### src/rtl/uart_tx_serializer.sv
// UART transmit serializer: start bit, LSB-first data, optional parity (`UART_TX_PARITY_EN), stop bit(s).
// Latency: accept to tx_done = 2 + DATA_BITS + parity + STOP_BITS baud ticks; tx/tx_done registered.
// Backpressure: tx_ready is high only in IDLE; tx_valid while not ready is dropped, never queued.
module uart_tx_serializer #(
  parameter int DATA_BITS  = 8,
  parameter int STOP_BITS  = 1,
  parameter int PARITY_ODD = 0
) (
  input  logic       clk,
  input  logic       rst_n,
  input  logic       baud_tick,
  input  logic [7:0] tx_data,
  input  logic       tx_valid,
  output logic       tx_ready,
  output logic       tx,
  output logic       tx_busy,
  output logic       tx_done
);

  localparam logic [7:0] DATA_MASK = 8'((16'd1 << DATA_BITS) - 16'd1);
  localparam logic [2:0] LAST_BIT  = 3'(DATA_BITS - 1);
  localparam logic       LAST_STOP = 1'(STOP_BITS - 1);

  typedef enum logic [2:0] {
    S_IDLE,
    S_ALIGN,
    S_START,
    S_DATA,
`ifdef UART_TX_PARITY_EN
    S_PARITY,
`endif
    S_STOP
  } state_t;

  state_t     state_q;
  logic [7:0] shift_q;
  logic [2:0] bit_cnt_q;
  logic       stop_cnt_q;
  logic       tx_q;
  logic       tx_done_q;

`ifdef UART_TX_PARITY_EN
  logic       par_q;
`else
  logic       unused_parity_odd;
  assign unused_parity_odd = 1'(PARITY_ODD);
`endif

  always_ff @(posedge clk or negedge rst_n) begin
    if (!rst_n) begin
      state_q    <= S_IDLE;
      shift_q    <= '0;
      bit_cnt_q  <= '0;
      stop_cnt_q <= 1'b0;
      tx_q       <= 1'b1;
      tx_done_q  <= 1'b0;
`ifdef UART_TX_PARITY_EN
      par_q      <= 1'b0;
`endif
    end else begin
      tx_done_q <= 1'b0;
      case (state_q)
        // A tick coinciding with acceptance is ignored: ALIGN waits for the next one.
        S_IDLE: begin
          if (tx_valid) begin
            shift_q <= tx_data & DATA_MASK;
`ifdef UART_TX_PARITY_EN
            par_q   <= (^(tx_data & DATA_MASK)) ^ 1'(PARITY_ODD);
`endif
            state_q <= S_ALIGN;
          end
        end
        S_ALIGN: begin
          if (baud_tick) begin
            tx_q    <= 1'b0;
            state_q <= S_START;
          end
        end
        S_START: begin
          if (baud_tick) begin
            tx_q      <= shift_q[0];
            bit_cnt_q <= '0;
            state_q   <= S_DATA;
          end
        end
        S_DATA: begin
          if (baud_tick) begin
            if (bit_cnt_q != LAST_BIT) begin
              shift_q   <= shift_q >> 1;
              tx_q      <= shift_q[1];
              bit_cnt_q <= bit_cnt_q + 3'd1;
            end else begin
`ifdef UART_TX_PARITY_EN
              tx_q    <= par_q;
              state_q <= S_PARITY;
`else
              tx_q       <= 1'b1;
              stop_cnt_q <= 1'b0;
              state_q    <= S_STOP;
`endif
            end
          end
        end
`ifdef UART_TX_PARITY_EN
        S_PARITY: begin
          if (baud_tick) begin
            tx_q       <= 1'b1;
            stop_cnt_q <= 1'b0;
            state_q    <= S_STOP;
          end
        end
`endif
        S_STOP: begin
          if (baud_tick) begin
            if (stop_cnt_q == LAST_STOP) begin
              tx_done_q <= 1'b1;
              state_q   <= S_IDLE;
            end else begin
              stop_cnt_q <= stop_cnt_q + 1'b1;
            end
          end
        end
        default: state_q <= S_IDLE;
      endcase
    end
  end

  assign tx_ready = (state_q == S_IDLE);
  assign tx_busy  = (state_q != S_IDLE);
  assign tx       = tx_q;
  assign tx_done  = tx_done_q;

endmodule
### config.mk
export PLATFORM = sky130hd
export DESIGN_NAME = uart_tx_serializer
export DESIGN_NICKNAME = d
export VERILOG_FILES = /design/src/rtl/uart_tx_serializer.sv
export SDC_FILE = /design/constraint.sdc
export NUM_CORES = 1
export LEC_CHECK = 0
export ABC_CLOCK_PERIOD_IN_PS = 3900
export BUFFER_PORTS_ARGS = -buffer_cell sky130_fd_sc_hd__buf_2
export CORE_UTILIZATION = 40
export DETAILED_ROUTE_END_ITERATION = 8
export GPL_TIMING_DRIVEN = 0
export HOLD_SLACK_MARGIN = 0.1
export PLACE_DENSITY = 0.68
export SLEW_MARGIN = 20
export SYNTH_ARGS = -nofsm -noshare
export SYNTH_HDL_FRONTEND = slang
export SYNTH_SLANG_ARGS = --single-unit
### constraint.sdc
create_clock -name clk -period 3.9 [get_ports clk]
set_input_delay 0.39 -clock clk [delete_from_list [all_inputs] [get_ports clk]]
set_output_delay 0.39 -clock clk [all_outputs]
set_load 0.02 [all_outputs]
==> run metrics <==
clock root buffer=clkbuf_4; CTS resizes=0; drt via density=5.14; Post-route DRC=0; wire length on met2=631 um; Tcrit/Tclk final=48.3%; die width=48.7 um; Clock transition at path regs=0.09 ns; met3 wire len=60 um; Clock Latency Late Sink=0.29 ns; Mapped Area=873 um2; max layer used=met4; status=complete, no violations; io pins=16; Met1 Wirelength=741 um; flip-flop and latch count after synthesis=16; DR WL/cell=12.4 um; FMAX=531 MHz; area of the die=2370 um2; count of final hold-check violations=0; critical path required time=4.08 ns; Setup TNS=0 ns; dpl hpwl=1010 um; share of flip-flops with an asynchronous set or reset=100%; Max Buffers Root-to-Sink=2; number of max-cap violations=0; maximum vdd ir drop=0.000383 V; slowest CP cell=dfrtp_1; CTS tree=built; final worst path period need=1.88 ns; vias in the first global route=605; largest net degree at the start of global routing=17; Slew @ Worst Pin=0.401 ns; Crit. End Element=register; top_reg_cell synth=dfrtp_1; Detailed Routing Iterations Pass 1=4; Mapped Cells=71; row count=16; Buffers on Ports=15; Ys Warns=0; Worst EP arrival=2.06 ns; Detailed Route Iter0 Violations=3; area share of the leading cell type in the synthesized netlist=43.0%; Synth area leaders=dfrtp_1 (43%), mux2_4 (14%), mux2_2 (12%), dfstp_2 (3.0%), ha_1 (2.9%); core footprint=2000 um2; Setup Skew=0.00619 ns; Syn Nets=85; layout cells sized above 1=42.9%; ANT nets after route=0; Final Wtd Congestion=0.751; Power Density=768 nW/um2; Max-Slew Margin vs Limit=73.3%; post-synthesis sequential area ratio=46.0%; final net count=106; Netlist cell types=26; gr ovfl total=0; mean post-synth cell area=12.3 um2; all-layer global routing usage=14.6%; CP Max Fanout=8; initial antenna violation count=0; Post-synth EDFFs=0; Initial Util=43.6%; Yosys top cell by area=dfrtp_1; clock sink count=16; Final Max Tran Viols=0; Area Overhead vs Synth=16.6%; antenna cells=0; CTS buffer count=3; H-tree depth=1; first-pass GRT wire length=2650 um; final hold slack=0.343 ns; Setup violations, final=0; CP most frequent cell=ha_1; crit-path cells=ha_1 -> ha_1 -> nand4b_1 -> a21oi_4 -> mux2_2; Hold Crit Class=in2reg; Die Ht=48.7 um; CP Launch Type=register; routed via count=607; drt total wl=1470 um; RSZ-0062 raised after global routing=false; LEAKAGE=0.487 nW; max incr delay on CP=0.40 ns; critical path type=reg2reg
## layout make-up
class | count | area, um2
Buffer | 3 | 18.8
Clock buffer | 4 | 26.3
Fill cell | 190 | 983
Inverter | 4 | 15.0
Multi-Input combinational cell | 48 | 438
Sequential cell | 16 | 402
Tap cell | 27 | 33.8
Timing Repair Buffer | 16 | 85.1
## flip-flops by register name, indices dropped and copies added (netlist names)
register,flops
bit_cnt_q,3
tx_done,1
state_q,3
shift_q,8
tx,1
## per-layer routing
metal | up-vias | track usage, %
li1 | 300 | -
met1 | 287 | 20.4
met2 | 15 | 22.2
met3 | 5 | 1.89
met4 | 0 | 7.35
met5 | - | 0
## metrics by stage
stage / worst slack, ns / util (%) / area (um2) / instances / power [mW]
6_report: 2.02 / 50.9 / 1020 / 118 / 0.782
2_1_floorplan: 2.15 / - / 873 / 71 / 0.624
5_1_grt: 1.93 / 50.9 / 1020 / 118 / 0.848
3_5_place_dp: 2.00 / 49.1 / 982 / 113 / 0.697
4_1_cts: 1.99 / 50.9 / 1020 / 118 / 0.793
3_3_place_gp: 2.03 / 49.1 / 982 / 113 / 0.682
## worst max-delay path: cells and delay by family (launching register included)
kind | cells | cell delay (ns)
multiplexers | 1 | 0.38
flip-flops | 1 | 0.40
AO/OA/AOI/OAI | 1 | 0.32
adder cells (fa/ha/maj) | 2 | 0.44
AND/OR/NAND/NOR | 1 | 0.24
## cells by family after synthesis
family | share of synthesized area, %
compound gates | 7.88
fa+ha+maj | 2.86
buf+inv | 3.87
flops | 46.0
mux | 25.4
simple gates | 14.0
## layout by cell type (no fill, tap or decap), drive strengths merged, types with 2 or more instances in the layout
| master | netlist | routed |
|---|---|---|
| ha | 2 | 2 |
| mux2 | 17 | 17 |
| inv | 4 | 4 |
| nor2 | 5 | 5 |
| clkbuf | 2 | 6 |
| nor2b | 3 | 3 |
| dfrtp | 15 | 15 |
| nor3 | 2 | 2 |
| nand3 | 2 | 2 |
| o21ai | 2 | 2 |
| a21oi | 4 | 4 |
| buf | 1 | 16 |
## where the power goes
| part | internal, mW | switching [mW] | total [mW] | leakage [nW] |
|---|---|---|---|---|
| sequential | 0.233 | 0.0415 | 0.274 | 0.197 |
| clock | 0.0398 | 0.0518 | 0.0916 | 0.0150 |
| combinational | 0.243 | 0.173 | 0.416 | 0.275 |
## synthesized netlist by cell type, types with 2 or more instances
| library cell | count |
|---|---|
| nor3_1 | 2 |
| mux2_2 | 9 |
| inv_1 | 4 |
| a21oi_1 | 3 |
| mux2_4 | 8 |
| dfrtp_1 | 15 |
| ha_1 | 2 |
| nand3_1 | 2 |
| nor2_1 | 5 |
| clkbuf_1 | 2 |
| o21ai_0 | 2 |
| nor2b_1 | 3 |
## timing repair
action / in CTS / in global routing
setup buffers: 0 / 0
endpoints found under the setup margin: 0 / 0
hold buffers: 1 / 0
hold endpoints to repair: 15 / 0
## worst paths after layout
check | startpoint | to | slack (ns) | depth (start not counted)
min | tx_data[7] | shift_q[7] | 0.34 | 3
max | bit_cnt_q[0] | shift_q[2] | 2.02 | 5
min in group asynchronous | rst_n | shift_q[7] | 0.54 | 2
max in group asynchronous | rst_n | tx | 3.04 | 2
max reg2reg | bit_cnt_q[0] | shift_q[2] | 2.02 | 5
min reg2reg | bit_cnt_q[1] | bit_cnt_q[1] | 0.52 | 1
(Power assumes the default switching activity.)
